### src/rtl/gcore_pkg.sv
// gcore_pkg: shared opcode constants, width defaults and fetch FSM encoding
package gcore_pkg;
    localparam int ADDR_W_DEF  = 8;
    localparam int INSTR_W_DEF = 12;
    typedef logic [1:0] state_t;
    localparam state_t S_ADDR  = 2'd0;
    localparam state_t S_LATCH = 2'd1;
    localparam state_t S_ADV   = 2'd2;
    localparam state_t S_HALT  = 2'd3;
    typedef logic [3:0] opcode_t;
    localparam opcode_t OP_NOP = 4'h0;
    localparam opcode_t OP_LDA = 4'h1;
    localparam opcode_t OP_ADD = 4'h2;
    localparam opcode_t OP_SUB = 4'h3;
    localparam opcode_t OP_STA = 4'h4;
    localparam opcode_t OP_JMP = 4'h5;
    localparam opcode_t OP_JZ  = 4'h6;
    localparam opcode_t OP_OUT = 4'h7;
    localparam opcode_t OP_HLT = 4'hF;
endpackage

### src/rtl/fetch_ctrl_if.sv
// fetch_ctrl_if: phase strobes, ROM port, branch inputs and fetched-instruction outputs
interface fetch_ctrl_if #(
    parameter int ADDR_W  = gcore_pkg::ADDR_W_DEF,
    parameter int INSTR_W = gcore_pkg::INSTR_W_DEF
) ();
    logic               ena;
    logic               pc_stb;
    logic               opram_stb;
    logic [INSTR_W-1:0] rom_data;
    logic               jmp_req;
    logic [ADDR_W-1:0]  jmp_addr;
    logic [ADDR_W-1:0]  rom_addr;
    logic [3:0]         opcode;
    logic [ADDR_W-1:0]  operand;
    logic               ir_valid;
    logic               halted;
    logic               seq_err;
    modport master (
        output ena, pc_stb, opram_stb, rom_data, jmp_req, jmp_addr,
        input  rom_addr, opcode, operand, ir_valid, halted, seq_err
    );
    modport slave (
        input  ena, pc_stb, opram_stb, rom_data, jmp_req, jmp_addr,
        output rom_addr, opcode, operand, ir_valid, halted, seq_err
    );
endinterface

### src/rtl/fetch_ctrl_pc_reg.sv
// pc_reg: program counter with enable, load and modulo-2^W increment
module pc_reg #(
    parameter int          W      = 8,
    parameter logic [W-1:0] RST_PC = '0
) (
    input  logic         clk_in,
    input  logic         rst,
    input  logic         i_en,
    input  logic         i_load,
    input  logic [W-1:0] i_d,
    output logic [W-1:0] o_q
);
    always_ff @(posedge clk_in or negedge rst)
        if (!rst) o_q <= RST_PC;
        else if (i_en) o_q <= i_load ? i_d : o_q + 1'b1;
endmodule

### src/rtl/fetch_ctrl.sv
// fetch_ctrl: strobe-sequenced instruction fetch FSM with IR, halt and sticky sequence-error flag
module fetch_ctrl
    import gcore_pkg::*;
#(
    parameter int               ADDR_W  = ADDR_W_DEF,
    parameter int               INSTR_W = INSTR_W_DEF,
    parameter logic [ADDR_W-1:0] RST_PC = '0
) (
    input  logic        clk_in,
    input  logic        rst,
    fetch_ctrl_if.slave bus
);
    state_t            r_state, w_next;
    logic [3:0]        r_opcode, w_opc;
    logic [ADDR_W-1:0] r_operand, w_rom_addr;
    logic              r_ir_valid, r_halted, r_seq_err;
    logic              w_pc, w_op, w_go, w_latch, w_adv, w_bad, w_hlt;
    assign w_opc   = bus.rom_data[INSTR_W-1 -: 4];
    assign w_hlt   = w_opc == OP_HLT;
    // a simultaneous pair of strobes never qualifies as a legal event
    assign w_pc    = bus.ena & bus.pc_stb & ~bus.opram_stb;
    assign w_op    = bus.ena & bus.opram_stb & ~bus.pc_stb;
    assign w_go    = w_pc & (r_state == S_ADDR);
    assign w_latch = w_op & (r_state == S_LATCH);
    assign w_adv   = w_pc & (r_state == S_ADV);
    assign w_bad   = bus.ena & (r_state != S_HALT) &
                     ((bus.pc_stb & bus.opram_stb) |
                      (bus.opram_stb & (r_state != S_LATCH)) |
                      (bus.pc_stb & (r_state == S_LATCH)));
    always_comb
        w_next = w_go ? S_LATCH : w_latch ? (w_hlt ? S_HALT : S_ADV) : w_adv ? S_ADDR : r_state;
    always_ff @(posedge clk_in or negedge rst)
        if (!rst) begin
            r_state    <= S_ADDR;
            r_opcode   <= '0;
            r_operand  <= '0;
            r_ir_valid <= 1'b0;
            r_halted   <= 1'b0;
            r_seq_err  <= 1'b0;
        end else begin
            r_state <= w_next;
            if (w_latch) begin
                r_opcode   <= w_opc;
                r_operand  <= bus.rom_data[ADDR_W-1:0];
                r_ir_valid <= 1'b1;
                r_halted   <= w_hlt;
            end
            if (w_bad) r_seq_err <= 1'b1;
        end
    pc_reg #(.W(ADDR_W), .RST_PC(RST_PC)) u_pc (
        .clk_in (clk_in),
        .rst    (rst),
        .i_en   (w_adv),
        .i_load (bus.jmp_req),
        .i_d    (bus.jmp_addr),
        .o_q    (w_rom_addr)
    );
    assign bus.rom_addr = w_rom_addr;
    assign bus.opcode   = r_opcode;
    assign bus.operand  = r_operand;
    assign bus.ir_valid = r_ir_valid;
    assign bus.halted   = r_halted;
    assign bus.seq_err  = r_seq_err;
endmodule

### src/flat_wrapper.sv
// flat-port wrapper written by rule: the top's interface ports become plain ports
module fetch_ctrl_flat import gcore_pkg::*;
#(
    parameter int               ADDR_W  = ADDR_W_DEF,
    parameter int               INSTR_W = INSTR_W_DEF,
    parameter logic [ADDR_W-1:0] RST_PC = '0
)
  (clk_in, rst, bus_ena, bus_pc_stb, bus_opram_stb, bus_rom_data, bus_jmp_req, bus_jmp_addr, bus_rom_addr, bus_opcode, bus_operand, bus_ir_valid, bus_halted, bus_seq_err);
  fetch_ctrl_if #(.ADDR_W(ADDR_W), .INSTR_W(INSTR_W)) bus_i ();
  input  logic clk_in;
  input  logic rst;
  input wire logic [$bits(bus_i.ena)-1:0] bus_ena;
  input wire logic [$bits(bus_i.pc_stb)-1:0] bus_pc_stb;
  input wire logic [$bits(bus_i.opram_stb)-1:0] bus_opram_stb;
  input wire logic [$bits(bus_i.rom_data)-1:0] bus_rom_data;
  input wire logic [$bits(bus_i.jmp_req)-1:0] bus_jmp_req;
  input wire logic [$bits(bus_i.jmp_addr)-1:0] bus_jmp_addr;
  output wire logic [$bits(bus_i.rom_addr)-1:0] bus_rom_addr;
  output wire logic [$bits(bus_i.opcode)-1:0] bus_opcode;
  output wire logic [$bits(bus_i.operand)-1:0] bus_operand;
  output wire logic [$bits(bus_i.ir_valid)-1:0] bus_ir_valid;
  output wire logic [$bits(bus_i.halted)-1:0] bus_halted;
  output wire logic [$bits(bus_i.seq_err)-1:0] bus_seq_err;
  assign bus_i.ena = bus_ena;
  assign bus_i.pc_stb = bus_pc_stb;
  assign bus_i.opram_stb = bus_opram_stb;
  assign bus_i.rom_data = bus_rom_data;
  assign bus_i.jmp_req = bus_jmp_req;
  assign bus_i.jmp_addr = bus_jmp_addr;
  assign bus_rom_addr = bus_i.rom_addr;
  assign bus_opcode = bus_i.opcode;
  assign bus_operand = bus_i.operand;
  assign bus_ir_valid = bus_i.ir_valid;
  assign bus_halted = bus_i.halted;
  assign bus_seq_err = bus_i.seq_err;
  fetch_ctrl #(.ADDR_W(ADDR_W), .INSTR_W(INSTR_W), .RST_PC(RST_PC)) u_core (.clk_in(clk_in), .rst(rst), .bus(bus_i));
endmodule
### config.mk
export PLATFORM = sky130hd
export DESIGN_NAME = fetch_ctrl_flat
export DESIGN_NICKNAME = d
export VERILOG_FILES = /design/src/rtl/gcore_pkg.sv /design/src/rtl/fetch_ctrl_if.sv /design/src/rtl/fetch_ctrl_pc_reg.sv /design/src/rtl/fetch_ctrl.sv /design/src/flat_wrapper.sv
export SDC_FILE = /design/constraint.sdc
export NUM_CORES = 1
export LEC_CHECK = 0
export BUFFER_PORTS_ARGS = -buffer_cell sky130_fd_sc_hd__clkbuf_2
export CORE_MARGIN = 2
export CORE_UTILIZATION = 25
export DETAILED_ROUTE_END_ITERATION = 10
export PLACE_DENSITY = 0.46
export SYNTH_ARGS = -nofsm -noshare
export SYNTH_HDL_FRONTEND = slang
export SYNTH_HIERARCHICAL = 1
export SYNTH_SLANG_ARGS = --single-unit
### constraint.sdc
create_clock -name clk_in -period 3.7 [get_ports clk_in]
set_clock_uncertainty 0.1 [all_clocks]
set_input_delay 0.74 -clock clk_in [delete_from_list [all_inputs] [get_ports clk_in]]
set_output_delay 0.74 -clock clk_in [all_outputs]
set_load 0.05 [all_outputs]
; After elaboration in Yosys (flattened, before gate mapping)
; Cells that the tools add are included.
[totals]
out_inout_bits = 23
reg_bits = 25
word_cells = 36
in_bits = 26
[classes]
n_addsub = 1
eq_ne = 5
reduce_logical = 2
n_bitwise = 16
n_mux = 5
[ops]
columns = operator, n
row1 = $and A1 B1 Y1, 12
row2 = $add A8 B1 Y8 const B, 1
row3 = $mux W8, 1
row4 = $mux W2, 3
row5 = $eq A4 B4 Y1 const B, 1
row6 = $reduce_bool A3 Y1, 1
row7 = $eq A2 B1 Y1 const B, 1
row8 = $eq A2 B2 Y1 const B, 1
row9 = $logic_not A2 Y1, 1
row10 = $ne A2 B1 Y1 const B, 1
row11 = $ne A2 B2 Y1 const B, 1
row12 = $not A1 Y1, 2
row13 = $or A1 B1 Y1, 2
row14 = $mux W1, 1

; Longest topological paths before layout
; Gate-level depths: netlist of the first run.
[depth]
word_depth = 6
mapped_depth = 6
mapped_depth_nobuf = 5

; Modules after synthesis
; The synthesis of the first run kept the hierarchy.
[by_module_without_submodules]
columns = module, instances, cells_each, area_each_um2, seq_area_each_um2
row1 = fetch_ctrl, 1, 48, 708.2, 425.4
row2 = pc_reg, 1, 57, 524.3, 200.2

; Worst setup path after synthesis of the first run
; No wires, ideal clock.
[synth_path]
path_type = input to register
from = input bus_pc_stb
to = register u_core.r_opcode[0], in the netlist u_core/bus.opcode[0]
required_time_ns = 3.475
path_buffers = 1
stages = 4
setup_ns = 0.125
path_slack_ns = 1.886
arrival_time_ns = 1.589
path_cell_list = nand3b_4 nor3_4 buf_6 mux2_2
[synth_via]
elab_chain_len = 3
[synth_rtl]
columns = element, line
row1 = from (decl), flat_wrapper.sv:13  ; input wire logic [$bits(bus_i.pc_stb)-1:0] bus_pc_stb;
row2 = $not A1 Y1, fetch_ctrl.sv:22  ; assign w_op = bus.ena & bus.opram_stb & ~bus.pc_stb;
row3 = $and A1 B1 Y1, fetch_ctrl.sv:22
row4 = $and A1 B1 Y1, fetch_ctrl.sv:24  ; assign w_latch = w_op & (r_state == S_LATCH);
row5 = to (signal assigned), fetch_ctrl.sv:43  ; r_opcode <= w_opc;
row6 = to (decl), fetch_ctrl.sv:14  ; logic [3:0] r_opcode, w_opc;
; Every way passes these cells.
; A chain may end at the register's enable or synchronous reset.

; Worst setup path after layout of the first run
[layout_path]
from = input bus_pc_stb
to = register u_core.r_operand[3], in the netlist u_core/bus.operand[3]
[layout_via]
elab_chain_len = 3
[layout_rtl]
columns = element, line
row1 = $not A1 Y1, fetch_ctrl.sv:22
row2 = $and A1 B1 Y1, fetch_ctrl.sv:22
row3 = $and A1 B1 Y1, fetch_ctrl.sv:24
row4 = to (signal assigned), fetch_ctrl.sv:44  ; r_operand <= bus.rom_data[ADDR_W-1:0];
row5 = to (decl), fetch_ctrl.sv:15  ; logic [ADDR_W-1:0] r_operand, w_rom_addr;
; Every way passes these cells.

==> results.py, run 1 <==
metrics = {
    "run_status": {
        "outcome": "finished clean",
    },
    "drt": {
        "routed_via_density": 4.57,
        "wl_per_cell_um": 12.7,
        "ant_nets": 0,
        "dr.pass1.iters": 4,
        "first_iter_violations": 60,
        "drc": 0,
        "vias": 1011,
        "totalWireLength_um": 2820,
    },
    "finish": {
        "n_antenna_cell": 0,
        "seq_area_um2": 626,
        "multi_input_area_um2": 558,
        "final_util_pct": 33.4,
        "syn_to_final_growth_pct": 28.1,
        "final_nets": 182,
        "drive_above_1_share_pct": 48.1,
        "nFillCells": 504,
    },
    "global_routing": {
        "grt_start_max_net_pins": 26,
        "grt_first_pass_wirelength_um": 4610,
        "global_route.usage.total_pct": 10.6,
        "grt_overflow": 0,
        "grt_antenna_before_repair": 0,
        "grt_pass1_vias": 992,
    },
    "sta": {
        "tightest_slew_ns": 0.665,
        "fin_crit_ns": 1.92,
        "finalCritPeriodShare_pct": 51.8,
        "whs_ns": 0.368,
        "hold_viol_final": 0,
        "final-setup-viol-count": 0,
        "fin_tns_setup_ns": 0,
        "rsz0062_at_grt": "false",
        "worst_slack_ns": 1.78,
        "maxSlewHeadroom_pct": 55.5,
        "fmax_ghz": 0.521,
        "slew_viol_final": 0,
    },
    "place": {
        "dp_slack_ns": 1.48,
        "dpl.hpwl_um": 2070,
        "gp_congestion": 0.855,
        "placement.io_buffers": 48,
    },
    "floorplanning": {
        "die-height_um": 74.2,
        "die_x_um": 74.2,
        "pin_count": 49,
        "core-area_mm2": 0.00472,
        "rows": 25,
        "fp.dieArea_mm2": 0.00551,
        "start_util_pct": 26.1,
    },
    "clocking": {
        "path_clk_slew_ns": 0.09,
        "htreeDepth": 1,
        "cts_tree": "done",
        "cts_buffers": 3,
        "cts.sinks": 25,
        "cts-root-buf": "clkbuf_8",
        "cts.repair.resized": 0,
        "clk_latency_ns": 0.27,
        "post-cts-setup-buffer-count": 0,
        "holdBufCountCts": 0,
        "clock_path_buffers": 2,
    },
    "pwr": {
        "ir_drop_uv": 318,
        "finalPower_mw": 0.983,
        "p_per_area_mw_per_mm2": 623,
        "p_leak_nw": 0.742,
    },
    "yosys": {
        "ys_ff_latch": 25,
        "syn-cell-area_mm2": 0.00123,
        "netlist_instances": 105,
        "synth-seq-area-share_pct": 50.8,
        "yosys_warnings": 6,
        "synthDistinctLibCells": 34,
        "syn_nets": 132,
        "avgSynthCellArea_um2": 11.7,
    },
    "worst_setup_path": {
        "crit_type": "in2reg",
        "crit_required_ns": 3.76,
        "arrival_ns": 1.98,
        "endpoint_kind": "flip-flop",
        "cp_max_fo": 14,
        "start_kind": "input port",
    },
    "job": {
        "cap_violations": 0,
    },
    "hold_path": {
        "min_path_type": "reg2reg",
    },
}
[report_power, final]
group	switching [mW]	leakage (nW)	internal [mW]	total, mW
Sequential	0.0523	0.308	0.340	0.393
Clock	0.0905	0.0217	0.0762	0.167
Combinational	0.311	0.413	0.113	0.424
[registers in the layout (all words and copies together), names as in the netlist]
signal and cells:
u_core/bus.operand 8, u_core/u_pc/o_q 8, u_core/bus.opcode 4, u_core/r_state 2, u_core/bus.halted 1, u_core/bus.ir_valid 1, u_core/bus.seq_err 1
[layout make-up]
class | count | share of cell area (%)
Sequential cell | 25 | 39.6
Inverter | 4 | 0.951
Multi-Input combinational cell | 72 | 35.3
Clock buffer | 3 | 2.61
Tap cell | 67 | 5.31
Clock inverter | 1 | 0.475
Timing Repair Buffer | 49 | 15.7
[stage by stage]
stage                     area, µm²  cells
after floorplan                1230    105
after global placement         1530    217
after detailed placement       1530    217
after CTS                      1580    221
after global routing           1580    221
final                          1580    221
[path summary, 6_finish.rpt]
path,slack (ns),startpoint,end,depth (start not counted)
setup / recovery,1.78,bus_pc_stb,u_core/bus.operand[3],4
hold / removal,0.37,u_core/bus.seq_err,u_core/bus.seq_err,1
setup reg to reg,1.95,u_core/r_state[0],u_core/bus.operand[3],3
hold reg to reg,0.37,u_core/bus.seq_err,u_core/bus.seq_err,1
max in group asynchronous,2.72,rst,u_core/bus.operand[2],1
min in group asynchronous,0.38,rst,u_core/u_pc/o_q[7],1
[cells by family (layout without fill, tap and decap cells)]
kind of cell	count (synthesis)	in the layout	share of synthesized area, %
buf+inv	8	57	4.36
simple gates	30	30	17.4
flops	25	25	50.8
compound gates	25	25	12.2
fa+ha+maj	1	1	1.02
mux	16	16	14.3
[Yosys cell counts]
cell type  instances  area (µm²)
a31oi_1            2        12.5
mux2i_1            3        30.0
nor3b_2            1        12.5
nand2_1            3        11.3
buf_6              3        33.8
and4_1             1        8.76
ha_1               1        12.5
buf_2              1        5.00
a31o_2             1        8.76
nor3_4             1        16.3
nand4b_1           1        8.76
o41ai_1            1        8.76
mux2_2            13         146
nand2b_1           1        6.26
and4_4             1        11.3
nor2b_1            1        6.26
and3_1             1        6.26
o22ai_1            2        12.5
nor3b_1            1        7.51
a21oi_1           12        60.1
nand3b_4           1        20.0
nor2_1             4        15.0
nor3_1             1        5.00
inv_1              4        15.0
nand3_1            3        15.0
dfrtp_1           25         626
nand4_1            2        12.5
or2_2              1        6.26
a21o_1             1        7.51
o21a_1             1        7.51
nand3b_1           5        37.5
o21ai_0            4        20.0
and2b_1            1        7.51
a211oi_2           1        12.5
[worst max-delay path: stages]
cell	delay (ns)
clkbuf_2	0.12
nand3b_4	0.17
nor3_4	0.53
mux2_2	0.41
[cells in the final DEF, fill, tap and decap left out, drive strengths merged]
cell	count
clkbuf	51
dfrtp	25
mux2	13
a21oi	12
nand3b	6
inv	4
o21ai	4
nor2	4
mux2i	3
nand2	3
nand3	3
a31oi	2
nand4	2
o22ai	2
nor3	2
and4	2
nor3b	2
clkinvlp	1
o41ai	1
or2	1
a21o	1
a211oi	1
and2b	1
a31o	1
o21a	1
nand4b	1
and3	1
nand2b	1
nor2b	1
ha	1
buf	1
[routing by layer]
| metal | global-route usage, % | part of all wire, % | routed length [µm] | up-vias |
|---|---|---|---|---|
| met5 | 0 | 0 | 0 | - |
| met4 | 1.79 | 0 | 0 | 0 |
| met3 | 2.30 | 7.0 | 197 | 0 |
| met2 | 17.4 | 46 | 1300 | 41 |
| met1 | 14.8 | 47 | 1320 | 481 |
| li1 | - | - | - | 489 |
No activity file was read; power rests on OpenSTA's default activity.
==> run 2: changes to the inputs <==
clock period = 2 ns   (was 3.7 ns; I/O delays follow)
==> results.py, run 2 (synthesis results as in run 1) <==
metrics = {
    "global_routing": {
        "grt_use_met2_pct": 17.6,
        "grt_first_pass_wirelength_um": 4500,
        "grt_pass1_vias": 994,
        "grt_antenna_before_repair": 0,
        "gr-usage-met3_pct": 3.79,
        "global_route.usage.total_pct": 10.4,
        "grt_overflow": 0,
        "grt_start_max_net_pins": 26,
        "grt.busiest_layer": "met2",
        "use_met1_pct": 13.3,
    },
    "drt": {
        "vias": 977,
        "totalWireLength_um": 2800,
        "first_iter_violations": 42,
        "wl_per_cell_um": 12.6,
        "routed_via_density": 4.40,
        "dr.pass1.iters": 4,
        "drc": 0,
        "ant_nets": 0,
    },
    "pwr": {
        "ir_drop_uv": 730,
        "switching_share_pct": 45.9,
        "pwr-share-comb_pct": 43.0,
        "p_int_mw": 0.984,
        "p_sw_mw": 0.836,
        "p_seq_share_pct": 40.0,
        "p_per_area_mw_per_mm2": 1150,
        "p_clk_share_pct": 17.0,
        "p_leak_nw": 0.752,
    },
    "sta": {
        "tightest_slew_ns": 0.621,
        "rsz0062_at_grt": "false",
        "fin_crit_ns": 1.62,
        "slew_viol_final": 0,
        "finalCritPeriodShare_pct": 81.0,
        "final-setup-viol-count": 0,
        "fin_tns_setup_ns": 0,
        "maxSlewHeadroom_pct": 58.6,
        "hold_viol_final": 0,
        "fmax_ghz": 0.617,
    },
    "worst_setup_path": {
        "crit_chain": "nand3b_1, nor3_2, buf_4, nor2b_1, a31oi_1, nand3b_1",
        "rrSetupSlack_ns": 0.38,
        "start_kind": "flip-flop",
        "slowest_delay_ns": 0.46,
        "arrival_ns": 1.67,
        "crit_family": "simple AND/OR/NAND/NOR gates",
        "regToRegStartpoint": "u_core/r_state[0]",
        "path_depth": 6,
        "slowest_stage": "dfrtp_1",
        "crit_end": "u_core/u_pc/o_q[7]",
        "r2r-end": "u_core/u_pc/o_q[7]",
        "crit_type": "reg2reg",
        "path_buf_inv": 1,
        "cp_max_fo": 21,
        "endpoint_kind": "flip-flop",
        "cpMostUsedCell": "nand3b_1",
        "setup.worst_path.start": "u_core/r_state[0]",
        "crit_required_ns": 2.05,
        "rr_worst_depth": 6,
    },
    "clocking": {
        "htreeDepth": 1,
        "post-cts-setup-buffer-count": 0,
        "cts_tree": "done",
        "clk_latency_ns": 0.27,
        "path_clk_slew_ns": 0.09,
        "clock_path_buffers": 2,
        "cts_buffers": 3,
        "holdBufCountCts": 0,
        "cts-root-buf": "clkbuf_8",
        "cts.repair.resized": 0,
        "cts.sinks": 25,
    },
    "hold_path": {
        "min_path_type": "in2async",
    },
    "finish": {
        "final_nets": 183,
        "syn_to_final_growth_pct": 28.8,
        "final_util_pct": 33.6,
        "nFillCells": 507,
        "final_common_cell": "clkbuf_2",
        "n_antenna_cell": 0,
        "final_cell_mix": "clkbuf_2 (48), dfrtp_1 (25), mux2_2 (13)",
        "drive_above_1_share_pct": 48.4,
    },
    "floorplanning": {
        "core-area_mm2": 0.00472,
        "rows": 25,
        "die-height_um": 74.2,
        "start_util_pct": 26.1,
        "die_x_um": 74.2,
        "fp.dieArea_mm2": 0.00551,
        "pin_count": 49,
    },
    "job": {
        "cap_violations": 0,
    },
    "place": {
        "gp_congestion": 0.818,
        "dpl.hpwl_um": 2180,
        "placement.io_buffers": 48,
    },
    "run_status": {
        "outcome": "finished clean",
    },
}
[run 2: metrics by stage]
stage	instance area (µm²)	power (mW)	std cells	hold WS [ns]	setup slack, ns
2_1_floorplan	1230	1.32	105	0.00441	0.449
4_1_cts	1590	1.85	222	0.0480	0.366
3_3_place_gp	1540	1.51	218	0.356	0.400
6_report	1590	1.82	222	0.0291	0.380
3_5_place_dp	1540	1.53	218	0.352	0.350
5_1_grt	1590	1.94	222	0.0663	0.203
[run 2: metal layers]
layer / vias up / wire length, µm
li1: 488 / -
met2: 41 / 1290
met1: 448 / 1250
met4: 0 / 0
met3: 0 / 258
met5: - / 0
[run 2: worst min path at each step]
stage | start | end | slack, ns | cells past startpoint
5_1_grt | rst | u_core/bus.operand[4] | 0.07 | 1
3_3_place_gp | rst | u_core/u_pc/o_q[7] | 0.36 | 1
4_1_cts | rst | u_core/r_state[0] | 0.05 | 1
2_1_floorplan | rst | u_core/bus.halted | 0.004 | 0
3_5_place_dp | rst | u_core/u_pc/o_q[7] | 0.35 | 1
6_report | rst | u_core/u_pc/o_q[7] | 0.03 | 1
[run 2: worst reg2reg max path: stages, from the launching register on]
cell and delay (ns):
dfrtp_1 0.46, nand3b_1 0.23, nor3_2 0.11, buf_4 0.25, nor2b_1 0.09, a31oi_1 0.17, nand3b_1 0.10
[run 2: power groups by stage]
stage | Sequential, mW | Clock, mW | Combinational (mW)
after CTS | 0.730 | 0.331 | 0.791
after floorplan | 1.15 | 0 | 0.165
after detailed placement | 0.737 | 0 | 0.789
after global placement | 0.728 | 0 | 0.784
after global routing | 0.747 | 0.361 | 0.827
final | 0.728 | 0.310 | 0.782
[run 2: cell type report]
cell class	instances	area (µm²)	area share [%]
Clock inverter	1	8.76	0.552
Timing Repair Buffer	50	255	16.1
Clock buffer	3	41.3	2.60
Sequential cell	25	626	39.4
Multi-Input combinational cell	72	558	35.1
Tap cell	67	83.8	5.28
Inverter	4	15.0	0.946
==> run 3: changes to the inputs <==
PLACE_DENSITY = 0.47   (was 0.46)
clock period = 1.45 ns   (was 2 ns; I/O delays follow)
==> results.py, run 3 (synthesis results as in run 1) <==
metrics = {
    "run_status": {
        "outcome": "finished, violations left",
        "violations": "negative setup slack",
    },
    "hold_path": {
        "min_from": "bus_opram_stb",
        "min_path_type": "in2reg",
        "min_path_cells": 2,
        "holdPathEnd": "u_core/r_state[0]",
    },
    "pwr": {
        "ir_drop_uv": 1040,
        "p_int_mw": 1.40,
        "p_seq_share_pct": 38.9,
        "p_clk_share_pct": 17.3,
        "p_sw_mw": 1.18,
        "p_leak_nw": 0.818,
        "pwr-share-comb_pct": 43.8,
        "switching_share_pct": 45.9,
        "p_per_area_mw_per_mm2": 1480,
        "finalPower_mw": 2.58,
    },
    "worst_setup_path": {
        "endpoint_kind": "flip-flop",
        "r2r-end": "u_core/u_pc/o_q[3]",
        "start_kind": "flip-flop",
        "crit_chain": "nand3b_1, nor3_2, buf_4, buf_6, o22ai_1, a21oi_1",
        "regToRegStartpoint": "u_core/r_state[0]",
        "cp_max_fo": 8,
        "rr_worst_depth": 6,
        "crit_required_ns": 1.55,
        "slowest_stage": "dfrtp_1",
        "arrival_ns": 1.60,
        "slowest_delay_ns": 0.40,
        "crit_type": "reg2reg",
        "rrSetupSlack_ns": -0.05,
    },
    "clocking": {
        "path_clk_slew_ns": 0.10,
        "cts_buffers": 3,
        "clk_latency_ns": 0.27,
        "cts-root-buf": "clkbuf_8",
        "cts_tree": "done",
        "cts.sinks": 25,
        "clock_path_buffers": 2,
        "htreeDepth": 1,
    },
    "floorplanning": {
        "fp.dieArea_mm2": 0.00551,
        "pin_count": 49,
        "start_util_pct": 26.1,
        "die_x_um": 74.2,
        "rows": 25,
        "die-height_um": 74.2,
        "core-area_mm2": 0.00472,
    },
    "drt": {
        "vias": 1046,
        "totalWireLength_um": 3000,
        "routed_via_density": 4.47,
        "first_iter_violations": 41,
        "drc": 0,
        "dr.pass1.iters": 4,
        "wl_per_cell_um": 12.8,
        "ant_nets": 0,
    },
    "finish": {
        "n_antenna_cell": 0,
        "drive_above_1_share_pct": 56.9,
        "final_cell_mix": "clkbuf_2 (44), dfrtp_1 (20), mux2_2 (13)",
        "final_common_cell": "clkbuf_2",
        "syn_to_final_growth_pct": 41.7,
        "final_nets": 195,
    },
    "global_routing": {
        "grt_start_max_net_pins": 17,
        "global_route.usage.total_pct": 11.1,
        "grt_overflow": 0,
        "grt_antenna_before_repair": 0,
        "grt_pass1_vias": 1013,
        "grt_first_pass_wirelength_um": 4720,
    },
    "sta": {
        "fin_crit_ns": 1.50,
        "maxSlewHeadroom_pct": 74.4,
        "rsz0062_at_grt": "true",
        "finalCritPeriodShare_pct": 103,
        "final-setup-viol-count": 6,
        "hold_viol_final": 0,
        "fmax_ghz": 0.667,
        "tightest_slew_ns": 0.384,
        "worst_slack_ns": -0.0501,
        "fin_tns_setup_ns": -0.178,
        "slew_viol_final": 0,
    },
    "place": {
        "gp_congestion": 0.807,
        "placement.io_buffers": 48,
        "dpl.hpwl_um": 2190,
    },
    "job": {
        "cap_violations": 0,
    },
}
-- run 3: cell count changes in the layout (fill, tap and decap cells not counted), moves of 2 or more --
cell,delta
buf_4,+6
dfrtp_1,-5
dfrtp_2,+5
clkbuf_2,-4
buf_6,+3
clkbuf_4,+3
buf_12,+2
-- run 3: area by class of cell --
class / count / area, µm²
Fill cell: 474 / 2980
Sequential cell: 25 / 632
Multi-Input combinational cell: 72 / 574
Timing Repair Buffer: 62 / 392
Tap cell: 67 / 83.8
Clock buffer: 3 / 41.3
Inverter: 4 / 15.0
Clock inverter: 1 / 8.76
-- run 3: worst max path at each step --
stage	start	endpoint	slack, ns
2_1_floorplan	u_core/r_state[0]	u_core/u_pc/o_q[6]	0.01
3_3_place_gp	u_core/r_state[0]	u_core/u_pc/o_q[7]	-0.02
3_5_place_dp	u_core/r_state[0]	u_core/u_pc/o_q[7]	-0.05
4_1_cts	u_core/r_state[0]	u_core/u_pc/o_q[7]	-0.02
5_1_grt	u_core/r_state[0]	u_core/u_pc/o_q[6]	-0.15
6_report	u_core/r_state[0]	u_core/u_pc/o_q[3]	-0.05
-- run 3: worst max-delay path, delay by kind of cell (launching register included) --
| kind | cells | cell delay, ns |
|---|---|---|
| flops | 1 | 0.40 |
| compound gates | 2 | 0.19 |
| buf+inv | 2 | 0.33 |
| simple gates | 2 | 0.40 |
-- run 3: through the flow --
stage          setup slack [ns]  instance area, µm²  hold slack (ns)  cells  utilization (%)
2_1_floorplan            0.0103                1240           -0.106    105                -
3_3_place_gp            -0.0230                1620            0.123    225             34.3
3_5_place_dp            -0.0537                1620            0.131    225             34.3
4_1_cts                 -0.0166                1700            0.124    231             36.0
5_1_grt                  -0.145                1750            0.124    234             37.0
6_report                -0.0501                1750            0.137    234             37.0
-- run 3: power by group through the flow --
stage          logic, mW  registers, mW  clock network (mW)
2_1_floorplan      0.228           1.59                   0
3_3_place_gp        1.11           1.00                   0
3_5_place_dp        1.11           1.02                   0
4_1_cts             1.12           1.01               0.478
5_1_grt             1.20           1.03               0.516
6_report            1.13           1.00               0.446
-- run 3: routing by layer --
layer,vias up,wire length [µm],GRT usage (%)
li1,511,-,-
met3,0,222,3.93
met5,-,0,0
met1,495,1250,14.3
met2,40,1520,19.0
met4,0,0,0.595
-- run 3: timing repair --
item | CTS | global route
gates cloned | 0 | 1
endpoints found under the setup margin | 8 | 25
resized for setup | 4 | 12
buffers inserted | 1 | 2
hold buffers | 1 | 0
endpoints found under the hold margin | 12 | 0
pin swaps | 1 | 0
